--- config.mk ---
export PLATFORM = sky130hd
export DESIGN_NAME = gpu_line_raster
export DESIGN_NICKNAME = d
export VERILOG_FILES = /design/src/rtl/gpu_raster_pkg.sv /design/src/rtl/gpu_bresenham_step.sv /design/src/rtl/gpu_line_raster.sv
export SDC_FILE = /design/constraint.sdc
export NUM_CORES = 1
export LEC_CHECK = 0
export ABC_CLOCK_PERIOD_IN_PS = 6850
export CAP_MARGIN = 20
export CORE_MARGIN = 2
export CORE_UTILIZATION = 55
export DETAILED_ROUTE_END_ITERATION = 10
export PLACE_DENSITY = 0.78
export RECOVER_POWER = 25
export SLEW_MARGIN = 20
export SYNTH_ARGS = -nofsm -noshare
export SYNTH_HDL_FRONTEND = slang
export SYNTH_HIERARCHICAL = 1
export SYNTH_SLANG_ARGS = --single-unit
--- constraint.sdc ---
create_clock -name clk -period 6.85 [get_ports clk]
set_clock_uncertainty 0.15 [all_clocks]
set_input_delay 1.0275 -clock clk [delete_from_list [all_inputs] [get_ports clk]]
set_output_delay 1.0275 -clock clk [all_outputs]
set_load 0.01 [all_outputs]
--- src/rtl/gpu_raster_pkg.sv ---
// Shared types for the line rasteriser: FSM states, coordinate width helper, pixel word.
package gpu_raster_pkg;

    typedef enum logic [1:0] {IDLE, SETUP, STEP, FINISH} state_t;

    localparam int PX_W_BITS     = 10;
    localparam int PX_H_BITS     = 9;
    localparam int PX_COLOR_BITS = 24;

    // Signed coordinate width: wide enough for off-screen endpoints on either axis.
    function automatic int coord_width(input int w_bits, input int h_bits);
        return ((w_bits > h_bits) ? w_bits : h_bits) + 2;
    endfunction

    typedef struct packed {
        logic [PX_W_BITS-1:0]     x;
        logic [PX_H_BITS-1:0]     y;
        logic [PX_COLOR_BITS-1:0] color;
    } pixel_t;

endpackage

--- src/rtl/gpu_bresenham_step.sv ---
// One combinational Bresenham advance: (x, y, err) -> next (x, y, err).
module gpu_bresenham_step #(
    parameter int CW = 12
) (
    input  logic signed [CW-1:0] x,
    input  logic signed [CW-1:0] y,
    input  logic signed [CW+1:0] err,
    input  logic signed [CW+1:0] dx,
    input  logic signed [CW+1:0] dy,
    input  logic                 sx_neg,
    input  logic                 sy_neg,
    output logic signed [CW-1:0] nx,
    output logic signed [CW-1:0] ny,
    output logic signed [CW+1:0] nerr
);

    localparam logic signed [CW-1:0] ONE = CW'(1);

    logic signed [CW+1:0] e2;

    // Both axis tests use the pre-update e2, so a diagonal step applies both terms.
    always_comb begin
        e2   = err <<< 1;
        nerr = err;
        nx   = x;
        ny   = y;
        if (e2 >= dy) begin
            nerr = nerr + dy;
            nx   = sx_neg ? x - ONE : x + ONE;
        end
        if (e2 <= dx) begin
            nerr = nerr + dx;
            ny   = sy_neg ? y - ONE : y + ONE;
        end
    end

endmodule

--- src/rtl/gpu_line_raster.sv ---
// Bresenham line rasteriser: one command in, one clipped pixel per cycle out.
module gpu_line_raster
    import gpu_raster_pkg::*;
#(
    parameter int W_BITS     = 10,
    parameter int H_BITS     = 9,
    parameter int SCREEN_W   = 640,
    parameter int SCREEN_H   = 480,
    parameter int COLOR_BITS = 24
) (
    input  logic                         clk,
    input  logic                         n_rst,
    input  logic                         cmd_valid,
    output logic                         cmd_ready,
    input  logic signed [W_BITS+1:0]     cmd_x1,
    input  logic signed [H_BITS+1:0]     cmd_y1,
    input  logic signed [W_BITS+1:0]     cmd_x2,
    input  logic signed [H_BITS+1:0]     cmd_y2,
    input  logic [COLOR_BITS-1:0]        cmd_color,
    input  logic                         abort,
    output logic                         px_valid,
    input  logic                         px_ready,
    output logic [W_BITS-1:0]            px_x,
    output logic [H_BITS-1:0]            px_y,
    output logic [COLOR_BITS-1:0]        px_color,
    output logic                         busy,
    output logic                         done
);

    localparam int CW = coord_width(W_BITS, H_BITS);
    localparam int EW = CW + 2;
    localparam logic signed [CW-1:0] MAX_X = CW'(SCREEN_W);
    localparam logic signed [CW-1:0] MAX_Y = CW'(SCREEN_H);

    state_t                 state;
    logic signed [CW-1:0]   cur_x, cur_y, end_x, end_y, nxt_x, nxt_y;
    logic signed [EW-1:0]   err, dx, dy, nxt_err, dif_x, dif_y, abs_x, abs_y;
    logic                   sx_neg, sy_neg, on_screen, at_end, consume;
    logic [COLOR_BITS-1:0]  color;

    assign dif_x     = EW'(end_x) - EW'(cur_x);
    assign dif_y     = EW'(end_y) - EW'(cur_y);
    assign abs_x     = dif_x[EW-1] ? -dif_x : dif_x;
    assign abs_y     = dif_y[EW-1] ? -dif_y : dif_y;
    assign on_screen = !cur_x[CW-1] && (cur_x < MAX_X) && !cur_y[CW-1] && (cur_y < MAX_Y);
    assign at_end    = (cur_x == end_x) && (cur_y == end_y);
    // Off-screen points retire without a handshake; on-screen ones wait for px_ready.
    assign consume   = on_screen ? px_ready : 1'b1;

    assign cmd_ready = (state == IDLE);
    assign busy      = (state != IDLE);
    assign done      = (state == FINISH);
    assign px_valid  = (state == STEP) && on_screen;
    assign px_x      = cur_x[W_BITS-1:0];
    assign px_y      = cur_y[H_BITS-1:0];
    assign px_color  = color;

    gpu_bresenham_step #(.CW(CW)) u_step (
        .x      (cur_x),
        .y      (cur_y),
        .err    (err),
        .dx     (dx),
        .dy     (dy),
        .sx_neg (sx_neg),
        .sy_neg (sy_neg),
        .nx     (nxt_x),
        .ny     (nxt_y),
        .nerr   (nxt_err)
    );

    always_ff @(posedge clk or negedge n_rst) begin
        if (!n_rst) begin
            state  <= IDLE;
            cur_x  <= '0;
            cur_y  <= '0;
            end_x  <= '0;
            end_y  <= '0;
            err    <= '0;
            dx     <= '0;
            dy     <= '0;
            sx_neg <= 1'b0;
            sy_neg <= 1'b0;
            color  <= '0;
        end else begin
            case (state)
                IDLE: if (cmd_valid) begin
                    cur_x <= CW'(cmd_x1);
                    cur_y <= CW'(cmd_y1);
                    end_x <= CW'(cmd_x2);
                    end_y <= CW'(cmd_y2);
                    color <= cmd_color;
                    state <= SETUP;
                end
                SETUP: if (abort) state <= IDLE;
                else begin
                    dx     <= abs_x;
                    dy     <= -abs_y;
                    err    <= abs_x - abs_y;
                    sx_neg <= !(cur_x < end_x);
                    sy_neg <= !(cur_y < end_y);
                    state  <= STEP;
                end
                STEP: if (abort) state <= IDLE;
                else if (consume) begin
                    if (at_end) state <= FINISH;
                    else begin
                        cur_x <= nxt_x;
                        cur_y <= nxt_y;
                        err   <= nxt_err;
                    end
                end
                FINISH: state <= IDLE;
                default: state <= IDLE;
            endcase
        end
    end

endmodule
==> impl_metrics.csv <==
group,metric,value,unit
clock_network,cts_tree,"built",
global_routing,grt_start_max_net_pins,65,
synthesis,synthesis.nets,1558,
sta,finalHoldViolCount,0,
final_layout,layout-drive-gt1-share,0.06507,
sta,finalSetupTns,0,ns
routing,post-route-drc-count,0,
routing,drt_first_pass_iters,5,
routing,drt.antenna.violating_nets,0,
final_layout,utilization,0.6572,
routing,routed_wirelength,28730,um
clock_network,cts.root.buffer_cell,"clkbuf_16",
critical_path,critical_path_peak_fanout,12,
clock_network,cts_max_level,4,
sta,timing_worst_slew_pin_value,2.921,ns
place,numPortBuffers,121,
sta,finalMaxSlewViolations,119,
global_routing,grt.met2_usage,0.4827,
run_status,violated_checks,"max-capacitance violations, max-slew violations",
final_layout,nNetsFinal,1642,
run_status,outcome,"finished, violations left",
die,die_w,144.1,um
sta,worst_slew_margin_rel,-0.9473,
routing,detail_route.iter0.violations,485,
sta,finalSetupViolations,0,
synthesis,number_of_synthesis_warnings,6,
synthesis,syn-cell-area,10790,um2
clock_network,cts_buffer_depth,2,
critical_path,required,6.98,ns
sta,maximum_frequency_from_static_timing_analysis,0.1696,GHz
global_routing,antenna_found_initial,0,
critical_path,worstSetupEndpointType,"register",
min_path,worstHoldPathType,"register to register",
sta,period_share,0.8609,
critical_path,path_class,"register to register",
clock_network,postCtsResizedCells,0,
global_routing,first_global_vias,9548,
critical_path,cp-start-kind,"register",
global_routing,grt-busiest-layer,"met2",
global_routing,grt_first_pass_wirelength,46470,um
critical_path,worstPathArrival,6.03,ns
routing,via_per_inst,5.665,
global_routing,groute.layer.met1.usage,0.3522,
sta,period_minus_slack,5.897,ns
die,io-pin-count,122,
place,gpl.final_weighted_congestion,0.9504,
clock_network,clk_pin_slew_worst_paths,0.06,ns
final_layout,area.growth.synth_to_final,17.74,%
synthesis,synth_cells,1363,
clock_network,insertion_delay,0.43,ns
final_layout,final.fill_count,1636,
die,floorplan.die_area,20760,um2
place,dp.final_hpwl,21680,um
global_routing,grt_use_total,0.2847,
die,fp.dieH,144.1,um
global_routing,grt.met3_usage,0.06490,
routing,dr_total_vias,9772,
die,core.rowCount,51,
sta,grt_setup_unrepaired,"false",
synthesis,synth.avg_cell_area,7.918,um2
routing,wl_per_cell,16.66,um
clock_network,cts_hold_buffers,0,
flow_run,number_of_violations_of_the_max_capacitance_limit,2,
clock_network,cts.sink_count,116,
clock_network,cts_made_buffers,17,
global_routing,globalRouteOverflowTotal,0,
final_layout,final_cell_mix,"nand2_1 (310), clkdlybuf4s50_1 (120), dfrtp_1 (116), ha_1 (113), nor2_1 (100)",
die,initial_core_util,0.5582,
final_layout,layout_commonest_cell,"nand2_1",
die,coreArea,19330,um2
final_layout,antenna-diode-count,0,
clock_network,postCtsSetupRepairBufs,0,
## final cells by class
type / count / area (um2) / share of cell area
Clock inverter: 12 / 202.7 / 0.01595
Multi-Input combinational cell: 1090 / 7182 / 0.5652
Tap cell: 265 / 331.6 / 0.02609
Clock buffer: 20 / 456.7 / 0.03594
Sequential cell: 116 / 2903 / 0.2284
Timing Repair Buffer: 129 / 1282 / 0.1009
Inverter: 93 / 349.1 / 0.02747
## state kept, by name, summed over array words and instances, names as in the netlist, 2 cells and up
signal    flops
dy           14
cur_x        12
dx           14
cur_y        12
end_x        12
err          13
state         2
px_color     24
end_y        11
## worst max-delay path: stages (launching register included)
cell and delay, ns:
dfrtp_1 0.45, ha_1 0.26, fa_1 0.41, nand2b_1 0.20, a211oi_1 0.35, o31ai_1 0.16
a41oi_1 0.78, nor2_1 0.11, xnor2_1 0.28, ha_1 0.32, a21oi_1 0.25, o21ai_0 0.19
nor3_1 0.28, o21bai_1 0.12, a21o_1 0.20, a21o_1 0.19, maj3_2 0.32, maj3_2 0.32
o21ai_2 0.12, mux2i_1 0.19, o211ai_1 0.11
## per-stage QoR
| stage | worst slack (ns) | instance area [um2] | instances | hold WS (ns) |
|---|---|---|---|---|
| after floorplan | 1.828 | 10790 | 1363 | 0.2997 |
| after global placement | 1.253 | 12030 | 1692 | 0.3065 |
| after detailed placement | 1.087 | 12060 | 1693 | 0.3111 |
| after CTS | 0.9828 | 12710 | 1725 | 0.3264 |
| after global routing | 0.4975 | 12710 | 1725 | 0.3397 |
| final | 0.9530 | 12710 | 1725 | 0.3248 |
## final timing paths
| check | to | cells after the start | from | slack, ns |
|---|---|---|---|---|
| setup / recovery | err[12]$_DFFE_PN0P_ | 20 | cur_y[0]$_DFFE_PN0P_ | 0.95 |
| hold / removal | px_color[15]$_DFFE_PN0P_ | 2 | px_color[15]$_DFFE_PN0P_ | 0.32 |
| setup reg to reg | err[12]$_DFFE_PN0P_ | 20 | cur_y[0]$_DFFE_PN0P_ | 0.95 |
| hold reg to reg | px_color[15]$_DFFE_PN0P_ | 2 | px_color[15]$_DFFE_PN0P_ | 0.32 |
| max in group asynchronous | err[9]$_DFFE_PN0P_ | 2 | n_rst | 2.34 |
| min in group asynchronous | px_color[20]$_DFFE_PN0P_ | 1 | n_rst | 1.39 |
## metal layers
metal | vias up | share of wire
met3 | 55 | 0.061
met4 | 0 | 0.031
li1 | 4847 | -
met2 | 273 | 0.47
met1 | 4597 | 0.44
met5 | - | 0
Power is left out: the tool's default activity adds up to more than one toggle a clock period on the data nets, which glitch-free logic cannot reach.
